## src/rtl/lsu_pkg.sv

```systemverilog
// rtl/lsu_pkg.sv - funct3 codes, FSM states and access-geometry helpers for lsu_mem_ctrl
package lsu_pkg;

  localparam logic [2:0] F3_LB  = 3'b000;
  localparam logic [2:0] F3_LH  = 3'b001;
  localparam logic [2:0] F3_LW  = 3'b010;
  localparam logic [2:0] F3_LBU = 3'b100;
  localparam logic [2:0] F3_LHU = 3'b101;
  localparam logic [2:0] F3_SB  = 3'b000;
  localparam logic [2:0] F3_SH  = 3'b001;
  localparam logic [2:0] F3_SW  = 3'b010;

  typedef enum logic [2:0] {
    S_IDLE,
    S_RMW_WR,
    S_LD_HI,
    S_ST_LO_WR,
    S_ST_HI_RD,
    S_ST_HI_WR
  } lsu_state_t;

  function automatic logic f3_valid(input logic [2:0] f3, input logic we);
    case (f3)
      F3_LB, F3_LH, F3_LW: return 1'b1;
      F3_LBU, F3_LHU:      return !we;
      default:             return 1'b0;
    endcase
  endfunction

  function automatic logic [2:0] acc_bytes(input logic [2:0] f3);
    case (f3[1:0])
      2'b00:   return 3'd1;
      2'b01:   return 3'd2;
      default: return 3'd4;
    endcase
  endfunction

  function automatic logic crosses(input logic [2:0] f3, input logic [1:0] off);
    return ({1'b0, off} + acc_bytes(f3)) > 3'd4;
  endfunction

  function automatic logic misaligned(input logic [2:0] f3, input logic [1:0] off);
    case (f3[1:0])
      2'b01:   return off[0];
      2'b10:   return off != 2'b00;
      default: return 1'b0;
    endcase
  endfunction

endpackage

```

## src/rtl/lsu_lane_mux.sv

```systemverilog
// rtl/lsu_lane_mux.sv - byte enables, store lane shift/merge and two-word load extraction
module lsu_lane_mux
  import lsu_pkg::*;
(
  input  logic [1:0]  i_off,
  input  logic [2:0]  i_funct3,
  input  logic [31:0] i_wdata,
  input  logic [31:0] i_lo,
  input  logic [31:0] i_hi,
  input  logic [31:0] i_word,
  input  logic        i_sel_hi,
  output logic [31:0] o_load_data,
  output logic [31:0] o_merged
);

  logic [3:0]  mask;
  logic [7:0]  be;
  logic [63:0] sdata;
  logic [31:0] ldw;
  logic [3:0]  be_w;
  logic [31:0] sd_w;

  // Byte enables and store data span two words so a crossing access maps onto {hi, lo}
  always_comb begin
    case (i_funct3[1:0])
      2'b00:   mask = 4'b0001;
      2'b01:   mask = 4'b0011;
      default: mask = 4'b1111;
    endcase
    be    = {4'b0000, mask} << i_off;
    sdata = {32'd0, i_wdata} << {i_off, 3'b000};
    ldw   = 32'({i_hi, i_lo} >> {i_off, 3'b000});
    be_w  = i_sel_hi ? be[7:4] : be[3:0];
    sd_w  = i_sel_hi ? sdata[63:32] : sdata[31:0];
  end

  always_comb begin
    o_merged = i_word;
    for (int k = 0; k < 4; k++) begin
      if (be_w[k]) o_merged[8*k +: 8] = sd_w[8*k +: 8];
    end
  end

  always_comb begin
    case (i_funct3)
      F3_LB:   o_load_data = {{24{ldw[7]}}, ldw[7:0]};
      F3_LH:   o_load_data = {{16{ldw[15]}}, ldw[15:0]};
      F3_LW:   o_load_data = ldw;
      F3_LBU:  o_load_data = {24'd0, ldw[7:0]};
      F3_LHU:  o_load_data = {16'd0, ldw[15:0]};
      default: o_load_data = 32'd0;
    endcase
  end

endmodule

```

## src/rtl/lsu_mem_ctrl.sv

```systemverilog
// rtl/lsu_mem_ctrl.sv - RV32I MEM-stage load/store unit; LSU_MISALIGN_EN enables split misaligned access
module lsu_mem_ctrl
  import lsu_pkg::*;
#(
  parameter int XLEN = 32
) (
  input  logic            i_clk,
  input  logic            i_rst,
  input  logic            i_req_valid,
  input  logic            i_req_we,
  input  logic [2:0]      i_req_funct3,
  input  logic [XLEN-1:0] i_req_addr,
  input  logic [XLEN-1:0] i_req_wdata,
  output logic            o_stall,
  output logic            o_load_valid,
  output logic [XLEN-1:0] o_load_data,
  output logic            o_misalign,
  output logic            o_mem_we,
  output logic [XLEN-1:0] o_mem_add,
  input  logic [XLEN-1:0] i_mem_data,
  output logic [XLEN-1:0] o_mem_data
);

  lsu_state_t      state, state_nxt;
  logic [XLEN-1:0] r_addr, r_wdata, r_word;
  logic [2:0]      r_funct3;
  logic            r_we;

  logic            idle;
  logic [XLEN-1:0] cur_addr, cur_wdata, lo_add, hi_add;
  logic [2:0]      cur_funct3;
  logic [XLEN-1:0] mux_load, mux_merged;

  // In S_IDLE the live request drives everything; later cycles see only captured fields
  assign idle       = (state == S_IDLE);
  assign cur_addr   = idle ? i_req_addr   : r_addr;
  assign cur_wdata  = idle ? i_req_wdata  : r_wdata;
  assign cur_funct3 = idle ? i_req_funct3 : r_funct3;
  assign lo_add     = {cur_addr[XLEN-1:2], 2'b00};
  assign hi_add     = lo_add + XLEN'(4);

  lsu_lane_mux u_lane_mux (
    .i_off       (cur_addr[1:0]),
    .i_funct3    (cur_funct3),
    .i_wdata     (cur_wdata),
    .i_lo        ((state == S_LD_HI) ? r_word : i_mem_data),
    .i_hi        (i_mem_data),
    .i_word      (r_word),
    .i_sel_hi    (state == S_ST_HI_WR),
    .o_load_data (mux_load),
    .o_merged    (mux_merged)
  );

  always_comb begin
    state_nxt    = state;
    o_stall      = 1'b0;
    o_mem_we     = 1'b0;
    o_mem_add    = lo_add;
    o_mem_data   = '0;
    o_load_valid = 1'b0;
    o_load_data  = '0;
    o_misalign   = 1'b0;
    case (state)
      S_IDLE: begin
        if (i_req_valid && f3_valid(i_req_funct3, i_req_we)) begin
`ifdef LSU_MISALIGN_EN
          if (!i_req_we) begin
            if (crosses(i_req_funct3, i_req_addr[1:0])) begin
              o_stall   = 1'b1;
              state_nxt = S_LD_HI;
            end else begin
              o_load_valid = 1'b1;
              o_load_data  = mux_load;
            end
          end else if (crosses(i_req_funct3, i_req_addr[1:0])) begin
            o_stall   = 1'b1;
            state_nxt = S_ST_LO_WR;
          end else if (i_req_funct3 == F3_SW) begin
            o_mem_we   = 1'b1;
            o_mem_data = i_req_wdata;
          end else begin
            o_stall   = 1'b1;
            state_nxt = S_RMW_WR;
          end
`else
          if (misaligned(i_req_funct3, i_req_addr[1:0])) begin
            o_misalign = 1'b1;
          end else if (!i_req_we) begin
            o_load_valid = 1'b1;
            o_load_data  = mux_load;
          end else if (i_req_funct3 == F3_SW) begin
            o_mem_we   = 1'b1;
            o_mem_data = i_req_wdata;
          end else begin
            o_stall   = 1'b1;
            state_nxt = S_RMW_WR;
          end
`endif
        end
      end
      S_RMW_WR: begin
        o_mem_we   = r_we;
        o_mem_data = mux_merged;
        state_nxt  = S_IDLE;
      end
`ifdef LSU_MISALIGN_EN
      S_LD_HI: begin
        o_mem_add    = hi_add;
        o_load_valid = 1'b1;
        o_load_data  = mux_load;
        state_nxt    = S_IDLE;
      end
      S_ST_LO_WR: begin
        o_mem_we   = r_we;
        o_mem_data = mux_merged;
        o_stall    = 1'b1;
        state_nxt  = S_ST_HI_RD;
      end
      S_ST_HI_RD: begin
        o_mem_add = hi_add;
        o_stall   = 1'b1;
        state_nxt = S_ST_HI_WR;
      end
      S_ST_HI_WR: begin
        o_mem_add  = hi_add;
        o_mem_we   = r_we;
        o_mem_data = mux_merged;
        state_nxt  = S_IDLE;
      end
`endif
      default: state_nxt = S_IDLE;
    endcase
    // Reset must suppress any write, including one mid-way through a split store
    if (i_rst) begin
      o_stall      = 1'b0;
      o_mem_we     = 1'b0;
      o_mem_data   = '0;
      o_load_valid = 1'b0;
      o_load_data  = '0;
      o_misalign   = 1'b0;
    end
  end

  always_ff @(posedge i_clk) begin
    if (i_rst) begin
      state    <= S_IDLE;
      r_addr   <= '0;
      r_wdata  <= '0;
      r_word   <= '0;
      r_funct3 <= '0;
      r_we     <= 1'b0;
    end else begin
      state <= state_nxt;
      if (idle && i_req_valid) begin
        r_addr   <= i_req_addr;
        r_wdata  <= i_req_wdata;
        r_funct3 <= i_req_funct3;
        r_we     <= i_req_we;
        r_word   <= i_mem_data;
      end
      if (state == S_ST_HI_RD) r_word <= i_mem_data;
    end
  end

endmodule

```

## config.mk

```make
export PLATFORM = sky130hd
export DESIGN_NAME = lsu_mem_ctrl
export DESIGN_NICKNAME = d
export VERILOG_FILES = /design/src/rtl/lsu_pkg.sv /design/src/rtl/lsu_lane_mux.sv /design/src/rtl/lsu_mem_ctrl.sv
export SDC_FILE = /design/constraint.sdc
export NUM_CORES = 1
export LEC_CHECK = 0
export BUFFER_PORTS_ARGS = -buffer_cell sky130_fd_sc_hd__buf_2
export CAP_MARGIN = 20
export CORE_MARGIN = 5
export CORE_UTILIZATION = 43
export DETAILED_ROUTE_END_ITERATION = 10
export PLACE_DENSITY = 0.78
export REMOVE_ABC_BUFFERS = 1
export SLEW_MARGIN = 15
export SYNTH_ARGS = -nofsm -noshare
export SYNTH_HDL_FRONTEND = slang
export SYNTH_HIERARCHICAL = 1
export SYNTH_SLANG_ARGS = --single-unit
```

## constraint.sdc

```tcl
create_clock -name i_clk -period 3.2 [get_ports i_clk]
set_input_delay 0.32 -clock i_clk [delete_from_list [all_inputs] [get_ports i_clk]]
set_output_delay 0.32 -clock i_clk [all_outputs]
set_load 0.02 [all_outputs]
```

* Word level (Yosys, flattened, before mapping)
Cells that the tools add are included.
** Word-level totals
- Bits in registers :: 101
- Output and inout port bits :: 100
** Operators by class
- Eq/ne operators :: 11
- Shift operators :: 3
- Mux-type cells :: 47
- Bitwise gates (word level) :: 3
- Reductions and logical operators :: 12
** Operators by type and width (number)
- 32-bit two-way mux :: 13
- 32-bit one-hot mux with 5 select lines :: 1
- 32-bit one-hot mux with 2 select lines :: 1
- 64-bit by 5-bit >> shifter with 32-bit output :: 1
- 8-bit two-way mux :: 4
- 32-bit by 5-bit << shifter with 32-bit output :: 1
- 1-bit two-way mux :: 23
- 3-bit equality test, second input constant :: 4
- 3-bit zero test :: 3
- 4-bit one-hot mux with 2 select lines :: 1
- 3-bit by 1-bit equality test with 1-bit output, second input constant :: 2
- 3-bit by 2-bit equality test with 1-bit output, second input constant :: 2
- 1-bit one-hot mux with 2 select lines :: 3
- 2-bit by 1-bit equality test with 1-bit output, second input constant :: 2
- 4-bit AND reduction :: 1
- 2-bit OR reduction :: 2
- 4-bit by 2-bit << shifter with 4-bit output :: 1
- 3-bit two-way mux :: 1
- 1-bit NOT :: 3
- 3-bit OR reduction :: 1
- 2-bit equality test, second input constant :: 1
- 1-bit logical AND :: 2
- 2-bit zero test :: 1
- 2-bit nonzero test :: 1
- 1-bit zero test :: 1

* Logic depth before layout (Yosys ltp)
Gate-level depths: netlist of run 1.
- Depth in word-level cells :: 11
- Depth in mapped cells :: 13
- Gate-level depth less buffers :: 8

* Modules after synthesis
Netlist of run 1, hierarchy kept.
** By module, submodules not included
- lsu_mem_ctrl :: times used 1, cells each 791, area each 5833.1 µm², sequential area each 2021.9 µm²
- lsu_lane_mux :: times used 1, cells each 316, area each 2255.9 µm², sequential area each 0.0 µm²

* Worst setup path before layout of run 1
Ideal clock, no wire load.
- Kind :: register -> output
- Start :: reg state[0]
- End :: out o_load_data[10]
- Data arrival time :: 2710 ps
- Required time :: 2880 ps
- Slack :: 170 ps
- Stages on the path, launching flop included :: 12
- Cell sequence :: dfxtp_1 -> buf_4 -> buf_2 -> mux2_2 -> buf_4 -> inv_2 -> mux2_2 -> or4_1 -> buf_2 -> o21ai_0 -> nand2_1 -> nor3_1
** Between the ends
- Cells in the longest elaborated chain, start to end :: 9
** Ends and longest elaborated chain
- from (decl) :: line lsu_mem_ctrl.sv:24 : lsu_state_t state, state_nxt;
- from (signal assigned) :: line lsu_mem_ctrl.sv:153 : state <= state_nxt;
- 3-bit zero test :: line lsu_mem_ctrl.sv:35 : assign idle = (state == S_IDLE);
- 32-bit two-way mux :: line lsu_mem_ctrl.sv:36 : assign cur_addr = idle ? i_req_addr : r_addr;
- via cur_addr[0] :: line lsu_mem_ctrl.sv:30 : logic [XLEN-1:0] cur_addr, cur_wdata, lo_add, hi_add;
- 64-bit by 5-bit >> shifter with 32-bit output :: line lsu_lane_mux.sv:32 : ldw = 32'({i_hi, i_lo} >> {i_off, 3'b000});
- 32-bit one-hot mux with 5 select lines :: line lsu_lane_mux.sv:45 : case (i_funct3)
- via mux_load[10] :: line lsu_mem_ctrl.sv:32 : logic [XLEN-1:0] mux_load, mux_merged;
- 32-bit two-way mux :: line lsu_mem_ctrl.sv:88 : end else if (!i_req_we) begin
- 32-bit two-way mux :: line lsu_mem_ctrl.sv:86 : if (misaligned(i_req_funct3, i_req_addr[1:0])) begin
- 32-bit two-way mux :: line lsu_mem_ctrl.sv:65 : if (i_req_valid && f3_valid(i_req_funct3, i_req_we)) begin
- 32-bit two-way mux :: line lsu_mem_ctrl.sv:63 : case (state)
- 32-bit two-way mux :: line lsu_mem_ctrl.sv:134 : if (i_rst) begin
- to (decl) :: line lsu_mem_ctrl.sv:16 : output logic [XLEN-1:0] o_load_data,
The timed path passes the listed nets, and every way through them passes these cells.

* Final worst setup path of run 1
Same ends and word-level chain as after synthesis.

==> impl_summary.txt, run 1 <==
----------------------------------------------------
[Clock tree]
  TritonCTS clock tree ... built
  Deepest clock path buffer count ... 2
  Clock buffer count from CTS ... 9
  H-tree depth ... 3
  Clock latency of the later-clocked register in the worst-skew pair ... 0.35 ns
  Sinks on the clock net ... 101
  Hold_buf cts ... 0
  CTS clock-pin slew for the worst setup and hold paths ... 0.07 ns
  Cell at the root of the clock tree ... clkbuf_16

[Setup path]
  Arrival @ worst endpoint ... 2.77 ns
  R2r setup slk ... 1.37 ns
  Endpoint class of the critical path ... output pin
  Kind of critical path ... register to output pin
  Req. time, crit path ... 2.88 ns
  Worst reg2reg path endpoint ... r_word[3]
  Highest net fanout along the worst path ... 7
  Worst R2R Start ... state[0]
  Critical Path Source Type ... register
  Number of cells on the worst reg-to-reg path ... 5

[Global route]
  Total GRT Usage ... 24.3%
  Number of global-route vias before repair ... 7941
  Pin count of the biggest net entering global routing ... 76
  First-pass GRT wire length ... 42.5 mm
  GRT Residual Overflow ... 0
  Number of antenna violations at the first check in global routing ... 0

[Hold path]
  Worst hold path endpoint ... r_addr[21]
  Count of cells along the worst hold path ... 3
  Launch instance of the worst min-delay path ... i_req_addr[21]
  Min-Delay Path Class ... primary input to register

[Routing]
  Routed WL ... 27.1 mm
  Via-to-Cell Ratio ... 5.67
  Number of vias in the routed layout ... 8325
  Number of search-and-repair iterations in the first detailed-routing pass ... 7
  Starting DRC count in detailed routing ... 521
  Final antenna-violating net count ... 0
  Post-route DRC violation count ... 0
  WL per Instance ... 18.4 microns

[STA]
  Achievable clock frequency ... 324 MHz
  Final worst path period share ... 96.6%
  Setup TNS ... 0 ns
  Final setup skew ... 0.00450 ns
  Slew of the pin with the lowest slew margin ... 1.09 ns
  Final setup violating endpoints ... 0
  Slew margin rel. ... 27.5%
  RSZ-0062 raised after global routing ... yes
  Crit path time final ... 3.09 ns
  Count of final max-slew check failures ... 0
  Worst slack on hold paths ... 0.210 ns
  Final Hold Fails ... 0

[Logic synthesis]
  Post-synth top area cell ... dfxtp_1
  Avg Inst Size Synth ... 7.31 sq um
  Top-count cell post-synth ... nand2_1
  Seq/Total Area, Yosys ... 25.0%
  Number of distinct standard cells referenced by the synthesized netlist ... 48
  List of most frequent post-synthesis cells ... 346 x nand2_1, 133 x a21oi_1, 101 x dfxtp_1, 72 x mux2_2, 52 x mux2i_1
  Post-Syn Area ... 8090 sq um
  Number of enable flip-flop cells after synthesis ... 0
  Total of flip-flops plus latches after synthesis ... 101
  Proportion of synthesized flip-flops having asynchronous set or reset ... 0%
  Dominant synthesized flop cell ... dfxtp_1
  Synthesized netlist cell count ... 1107
  Synth top area share ... 25.0%
  Synthesis Warnings ... 6
  Main area contributors after synthesis ... dfxtp_1 25%, nand2_1 16%, mux2_2 10%

[Power]
  Cell leakage power ... 0.00419 uW
  Pwr dens ... 378 nW/um^2
  Comb power frac ... 29.1%
  Clock group share of total power ... 32.6%
  Highest ir drop seen on vdd ... 249 uV
  Internal power ... 2400 uW
  Fraction of power consumed by sequential logic ... 38.3%
  Switching power as a share of total power ... 32.7%
  Net Switching ... 1170 uW

[Floorplan]
  Number of I/O pins ... 203
  # rows ... 50
  Core region area ... 18600 sq um
  Effective utilization at floorplan ... 43.4%
  Die outline area ... 21700 sq um
  Die width ... 147 microns
  Die Span Y ... 147 microns

[Placement]
  Placed Cells ... 1449
  Routability congestion estimate from global placement ... 0.896
  HPWL Detailed ... 18.7 mm
  PortBufs ... 200

[Layout]
  Fraction of final layout cells with drive strength greater than 1 ... 31.3%
  Final non-filler cell total ... 1468
  Post-synthesis to final-layout area growth ... 16.6%
  Fin nets ... 1335

[Run status]
  Status ... finished clean

[Job]
  Number of maximum-capacitance violations ... 0

----------------------------------------------------
-- metrics by stage --
step / power (uW) / util, % / setup WS [ns] / instance area, sq um
6_report: 3560 / 50.6 / 0.110 / 9430
5_1_grt: 3740 / 50.6 / -0.0228 / 9430
4_1_cts: 3580 / 50.5 / 0.0580 / 9410
3_5_place_dp: 2400 / 48.5 / 0.233 / 9040
3_3_place_gp: 2380 / 48.5 / 0.264 / 9040
2_1_floorplan: 2020 / - / -2.23 / 7340
-- cell families (layout without fill, tap and decap cells) --
group,count (synthesis),after routing,share of synthesized area (%)
mux,124,124,16.5
compound gates,261,261,23.9
buf+inv,141,265,9.62
other cells,1,4,0.0464
flops,101,101,25.0
simple gates,476,476,24.5
fa+ha+maj,3,3,0.464
-- power by group through the flow --
| stage | Combinational [uW] | Clock, uW | Sequential [uW] |
|---|---|---|---|
| 2_1_floorplan | 627 | 0 | 1390 |
| 3_3_place_gp | 985 | 0 | 1390 |
| 3_5_place_dp | 1000 | 0 | 1390 |
| 4_1_cts | 1020 | 1190 | 1360 |
| 5_1_grt | 1130 | 1240 | 1370 |
| 6_report | 1040 | 1160 | 1360 |
-- layout by cell type (no fill, tap or decap), types with 7 or more instances in the layout --
cell / synthesis / final
o2bb2ai_1: 8 / 8
a22oi_1: 16 / 16
o21ai_0: 18 / 16
nor2_1: 39 / 37
nor2b_1: 13 / 10
nand2_1: 346 / 346
buf_2: 49 / 199
o22ai_1: 9 / 9
buf_4: 42 / 37
mux2_2: 72 / 71
clkbuf_16: 0 / 10
mux2i_1: 52 / 51
a21oi_1: 133 / 133
a22o_1: 7 / 7
nand2b_1: 34 / 33
a211oi_1: 14 / 14
nor3_1: 32 / 31
dfxtp_1: 101 / 100
o41ai_2: 30 / 30
o211ai_1: 8 / 8
-- per-layer routing --
layer / track usage (%) / up-vias / wire length, microns
met5: 0 / - / 0
met4: 9.27 / 0 / 811
met3: 4.90 / 60 / 2270
met2: 40.8 / 352 / 12800
met1: 30.7 / 3877 / 11200
li1: - / 4036 / -
-- what timing repair did --
item,4_1_cts,5_1_grt
buffers inserted,3,0
pin swaps,0,0
resized for setup,6,4
setup endpoints to repair,25,32
-- flip-flops by register name, indices dropped and copies added (netlist names) --
name      flops
r_wdata      32
state         1
r_funct3      3
r_word       32
r_addr       32
r_we          1
-- worst max-delay path, cell delays in order, from the launching register on --
cell	delay [ns]
dfxtp_4	0.39
mux2_2	0.42
mux2i_1	0.17
mux2_2	0.31
or4_4	0.48
buf_4	0.18
o21ai_0	0.07
nand2_1	0.07
nor3_1	0.14
buf_2	0.20
-- worst max-delay path by stage --
stage | cells after the start | end | from
global route | 10 | o_mem_data[9] | state[0]
floorplan | 7 | o_load_data[10] | state[0]
CTS | 8 | o_mem_data[22] | state[0]
finish | 9 | o_load_data[10] | state[0]
global placement | 9 | o_mem_data[23] | state[0]
detailed placement | 8 | o_load_data[13] | state[0]
-- area by class of cell --
cell class	instances	area, sq um
Sequential cell	101	2030
Inverter	7	26.3
Multi-Input combinational cell	867	5380
Timing Repair Buffer	243	1400
Clock buffer	12	268
Clock inverter	3	42.5
Antenna cell	1	2.50
Tap cell	234	293
Fill cell	1890	9210
Note: power is estimated with default switching activity, not from simulation.
==> inputs of run 2 (changes only) <==
--- a/config.mk
+++ b/config.mk
@@ -7,6 +7,7 @@
 export LEC_CHECK = 0
 export BUFFER_PORTS_ARGS = -buffer_cell sky130_fd_sc_hd__buf_2
 export CAP_MARGIN = 20
+export CORE_ASPECT_RATIO = 1.2
 export CORE_MARGIN = 5
 export CORE_UTILIZATION = 43
 export DETAILED_ROUTE_END_ITERATION = 10
==> impl_summary.txt, run 2 (synthesis results as in run 1) <==
----------------------------------------------------
[Layout]
  Total area of sequential cells ... 2030 sq um
  Multi-input logic area ... 5390 sq um
  Registers with the highest flip-flop counts ... r_addr x32, r_wdata x32, r_word x32
  Number of filler cells placed in the layout ... 1905
  Most frequent standard cell in the layout excluding fill and tap cells ... nand2_1
  Fraction of final layout cells with drive strength greater than 1 ... 31.6%
  Post-synthesis to final-layout area growth ... 16.9%
  Leading cell types in the layout, fill and taps excluded ... 346 x nand2_1, 199 x buf_2, 133 x a21oi_1
  Fin nets ... 1336

[Clock tree]
  Deepest clock path buffer count ... 2
  H-tree depth ... 3
  Cell at the root of the clock tree ... clkbuf_16
  Clock latency of the later-clocked register in the worst-skew pair ... 0.36 ns
  Hold_buf cts ... 0
  Clock buffer count from CTS ... 9
  TritonCTS clock tree ... built
  CTS clock-pin slew for the worst setup and hold paths ... 0.07 ns
  Sinks on the clock net ... 101

[Run status]
  Status ... finished clean

[Routing]
  Via-to-Cell Ratio ... 5.64
  Number of search-and-repair iterations in the first detailed-routing pass ... 8
  WL per Instance ... 17.9 microns
  Final antenna-violating net count ... 0
  Starting DRC count in detailed routing ... 815
  Number of vias in the routed layout ... 8426
  Post-route DRC violation count ... 0
  Routed WL ... 26.7 mm

[Setup path]
  R2r setup slk ... 1.36 ns
  Number of cells on the worst reg-to-reg path ... 5
  End point of the critical path ... o_mem_data[20]
  Arrival @ worst endpoint ... 2.78 ns
  Kind of critical path ... register to output pin
  Worst R2R Start ... state[0]
  Critical Path Source Type ... register
  Critical path startpoint ... state[0]
  Req. time, crit path ... 2.88 ns
  Worst reg2reg path endpoint ... r_word[13]
  Endpoint class of the critical path ... output pin
  Highest net fanout along the worst path ... 40

[Floorplan]
  Effective utilization at floorplan ... 43.2%
  Die width ... 135 microns
  Number of I/O pins ... 203
  Core region area ... 18700 sq um
  Die Span Y ... 160 microns
  # rows ... 55
  Die outline area ... 21700 sq um

[Global route]
  Number of antenna violations at the first check in global routing ... 3
  First-pass GRT wire length ... 41.9 mm
  Pin count of the biggest net entering global routing ... 83
  GRT Residual Overflow ... 0
  Total GRT Usage ... 24.0%
  Number of global-route vias before repair ... 8014

[Power]
  Pwr dens ... 374 nW/um^2
  Switching power as a share of total power ... 33.4%
  Net Switching ... 1180 uW
  Highest ir drop seen on vdd ... 284 uV
  Comb power frac ... 29.1%
  Cell leakage power ... 0.00418 uW
  Clock group share of total power ... 32.3%
  Total chip power ... 3540 uW
  Internal power ... 2360 uW
  Fraction of power consumed by sequential logic ... 38.6%

[STA]
  Final Hold Fails ... 0
  Crit path time final ... 3.10 ns
  RSZ-0062 raised after global routing ... no
  Final worst path period share ... 96.9%
  Count of final max-slew check failures ... 0
  Setup TNS ... 0 ns
  Final setup violating endpoints ... 0
  Slew of the pin with the lowest slew margin ... 1.08 ns
  Achievable clock frequency ... 323 MHz
  Final setup skew ... 0.00886 ns
  Slew margin rel. ... 28.0%

[Hold path]
  Min-Delay Path Class ... primary input to register

[Placement]
  HPWL Detailed ... 18.9 mm
  PortBufs ... 200
  Routability congestion estimate from global placement ... 0.860

[Job]
  Number of maximum-capacitance violations ... 0

----------------------------------------------------
## run 2: worst min path at each step
stage                              start          to  slack [ns]  cells past startpoint
after global routing       i_req_addr[9]   r_addr[9]        0.19                      3
after CTS                  i_req_addr[9]   r_addr[9]        0.19                      3
after global placement        r_addr[23]  r_addr[23]        0.44                      2
after detailed placement      r_word[11]  r_word[11]        0.44                      2
final                     i_req_addr[16]  r_addr[16]        0.20                      3
after floorplan                    i_rst   r_addr[0]        0.39                      1
## run 2: per-stage QoR
stage          area (sq um)  hold slack [ns]  setup slack [ns]  util, %  cells
6_report               9460            0.197            0.0997     50.5   1494
2_1_floorplan          7340            0.389             -2.23        -    975
5_1_grt                9460            0.191            0.0119     50.5   1494
3_3_place_gp           9050            0.438             0.139     48.4   1472
4_1_cts                9390            0.185            0.0162     50.2   1490
3_5_place_dp           9050            0.444             0.105     48.4   1472
## run 2: power groups by stage
| stage | Clock (uW) | Sequential (uW) | Combinational (uW) |
|---|---|---|---|
| 4_1_cts | 1180 | 1360 | 996 |
| 2_1_floorplan | 0 | 1390 | 627 |
| 6_report | 1140 | 1370 | 1030 |
| 5_1_grt | 1230 | 1370 | 1120 |
| 3_3_place_gp | 0 | 1390 | 968 |
| 3_5_place_dp | 0 | 1400 | 985 |
## run 2: worst max-delay path: stages (launching register included)
cell and delay, ns:
dfxtp_4 0.40, mux2_4 0.35, buf_4 0.30, nor2_2 0.28, buf_4 0.22, a22oi_1 0.09
o2bb2ai_1 0.23, mux2_2 0.19, nand2_1 0.05, o41ai_2 0.07, buf_2 0.23
## run 2: metal layers
| layer | share of wire, % | wire length, microns | global-route usage, % | vias up |
|---|---|---|---|---|
| li1 | - | - | - | 4025 |
| met1 | 39 | 10400 | 29.3 | 3931 |
| met2 | 50 | 13200 | 40.8 | 392 |
| met3 | 7.7 | 2040 | 3.21 | 78 |
| met4 | 4.0 | 1050 | 12.3 | 0 |
| met5 | 0 | 0 | 0 | - |
## run 2: cell type report
cell class / count / share of cell area (%)
clock buffer: 11 / 2.57
tap: 256 / 3.39
timing repair buffer: 244 / 14.6
clock inverter: 5 / 0.622
antenna: 3 / 0.0794
multi-input combinational: 867 / 57.0
inverter: 7 / 0.278
sequential: 101 / 21.4
## run 2: what timing repair did
item / CTS / global route
buffers inserted: 2 / 1
gates resized for setup: 2 / 9
endpoints found under the hold margin: 0 / 0
pin swaps: 1 / 1
endpoints found under the setup margin: 31 / 38
==> inputs of run 3 (changes only) <==
--- a/config.mk
+++ b/config.mk
@@ -9,9 +9,10 @@
 export CAP_MARGIN = 20
 export CORE_ASPECT_RATIO = 1.2
 export CORE_MARGIN = 5
-export CORE_UTILIZATION = 43
+export CORE_UTILIZATION = 50
 export DETAILED_ROUTE_END_ITERATION = 10
-export PLACE_DENSITY = 0.78
+export GPL_ROUTABILITY_DRIVEN = 0
+export PLACE_DENSITY = 0.87
 export REMOVE_ABC_BUFFERS = 1
 export SLEW_MARGIN = 15
 export SYNTH_ARGS = -nofsm -noshare
==> impl_summary.txt, run 3 (synthesis results as in run 1) <==
----------------------------------------------------
[Setup path]
  Delay of the slowest cell on the worst path ... 0.41 ns
  Highest net fanout along the worst path ... 10
  Critical-path cell with the highest stage delay ... dfxtp_4
  Endpoint class of the critical path ... output pin
  Worst reg2reg path endpoint ... r_word[12]
  Req. time, crit path ... 2.88 ns
  List of cells traversed by the critical path ... mux2_4, nor2_1, nor2_1, a21oi_2, buf_4, mux2_2, nand2_1, o41ai_2, buf_2
  Critical Path Source Type ... register
  Worst R2R Start ... state[0]
  Buf/Inv on CP ... 2
  R2r setup slk ... 1.43 ns
  Kind of critical path ... register to output pin
  Critical path's top delay family ... multiplexers
  Number of cells on the worst reg-to-reg path ... 5
  Arrival @ worst endpoint ... 2.77 ns
  Most common cell type on the critical path ... nor2_1

[Placement]
  Worst setup timing slack at the placement stage ... 0.279 ns
  PortBufs ... 200
  HPWL Detailed ... 18.2 mm

[Routing]
  Number of search-and-repair iterations in the first detailed-routing pass ... 5
  Final antenna-violating net count ... 0
  WL per Instance ... 18.1 microns
  Routed WL ... 26.1 mm
  Number of vias in the routed layout ... 8467
  Post-route DRC violation count ... 0
  Via-to-Cell Ratio ... 5.86
  Starting DRC count in detailed routing ... 588

[Clock tree]
  Clock latency of the later-clocked register in the worst-skew pair ... 0.37 ns
  Cell at the root of the clock tree ... clkbuf_16
  TritonCTS clock tree ... built
  H-tree depth ... 3
  CTS clock-pin slew for the worst setup and hold paths ... 0.07 ns
  Hold_buf cts ... 0
  Clock buffer count from CTS ... 9
  Sinks on the clock net ... 101
  Deepest clock path buffer count ... 2

[Layout]
  Number of inserted diodes ... 0
  Fin nets ... 1334
  Post-synthesis to final-layout area growth ... 16.3%
  Leading cell types in the layout, fill and taps excluded ... 346 x nand2_1, 198 x buf_2, 133 x a21oi_1
  Most frequent standard cell in the layout excluding fill and tap cells ... nand2_1
  Fraction of final layout cells with drive strength greater than 1 ... 31.3%
  Registers with the highest flip-flop counts ... r_addr x32, r_wdata x32, r_word x32

[Floorplan]
  Die width ... 126 microns
  Die Span Y ... 149 microns
  # rows ... 51
  Number of I/O pins ... 203
  Core region area ... 16100 sq um
  Die outline area ... 18800 sq um
  Effective utilization at floorplan ... 50.3%

[STA]
  Final worst path period share ... 96.6%
  Setup TNS ... 0 ns
  Slew of the pin with the lowest slew margin ... 1.15 ns
  Final setup violating endpoints ... 0
  Final setup skew ... 0.00844 ns
  Worst setup margin ... 0.108 ns
  Final Hold Fails ... 0
  Slew margin rel. ... 23.1%
  Achievable clock frequency ... 323 MHz
  Crit path time final ... 3.09 ns
  Count of final max-slew check failures ... 0

[Hold path]
  Min-Delay Path Class ... primary input to register
  Launch instance of the worst min-delay path ... i_req_addr[8]
  Count of cells along the worst hold path ... 3
  Worst hold path endpoint ... r_addr[8]

[Global route]
  Total GRT Usage ... 26.6%
  Number of global-route vias before repair ... 8064
  GRT Residual Overflow ... 0
  Pin count of the biggest net entering global routing ... 101
  Number of antenna violations at the first check in global routing ... 0
  First-pass GRT wire length ... 40.8 mm

[Run status]
  Status ... finished clean

[Power]
  Pwr dens ... 387 nW/um^2
  Cell leakage power ... 0.00419 uW
  Highest ir drop seen on vdd ... 218 uV

[Job]
  Number of maximum-capacitance violations ... 0

----------------------------------------------------
run 3: through the flow:
| stage | utilization, % | hold slack [ns] | instances | instance area (sq um) | power [uW] |
|---|---|---|---|---|---|
| global placement | 55.9 | 0.439 | 1424 | 8980 | 2360 |
| floorplan | - | 0.389 | 975 | 7340 | 2020 |
| CTS | 58.0 | 0.190 | 1440 | 9320 | 3620 |
| global route | 58.5 | 0.197 | 1445 | 9410 | 3800 |
| finish | 58.5 | 0.198 | 1445 | 9410 | 3640 |
| detailed placement | 55.9 | 0.445 | 1424 | 8980 | 2380 |
run 3: power breakdown:
part,switching [uW],total [uW],internal (uW)
Sequential,35.2,1360,1330
Clock,515,1240,730
Combinational,633,1030,397
Total,1180,3640,2460
run 3: layer usage:
metal	global-route usage [%]	share of wire, %	up-vias
li1	-	-	4020
met1	31.3	39	3988
met2	45.5	49	360
met3	5.27	7.2	99
met4	14.2	4.5	0
met5	0	0	-
run 3: repair_timing:
item	CTS	global route
buffers inserted	0	5
pin swaps	0	1
gates resized for setup	1	10
cloned	0	0
endpoints found under the setup margin	11	52
run 3: layout make-up:
type / instances / area (sq um)
multi-input cells: 867 / 5380
well taps: 212 / 265
clock buffers: 11 / 253
flip-flops and latches: 101 / 2030
clock inverters: 5 / 81.3
fillers: 1527 / 6670
repair buffers: 242 / 1380
inverters: 7 / 28.8
run 3: worst max-delay path by stage:
stage	cells past startpoint	slack [ns]	end	start
2_1_floorplan	7	-2.23	o_load_data[10]	state[0]
3_3_place_gp	8	0.37	o_load_data[13]	state[0]
3_5_place_dp	8	0.28	o_load_data[10]	state[0]
4_1_cts	9	-0.04	o_load_data[10]	state[0]
5_1_grt	11	-0.006	o_mem_data[0]	state[0]
6_report	9	0.11	o_mem_data[15]	state[0]
run 3: tightest hold or removal path, delay by kind of cell:
family / cells / cell delay [ns]
AND/OR/NAND/NOR: 1 / 0.05
buffers and inverters: 1 / 0.10
AO/OA/AOI/OAI: 1 / 0.05
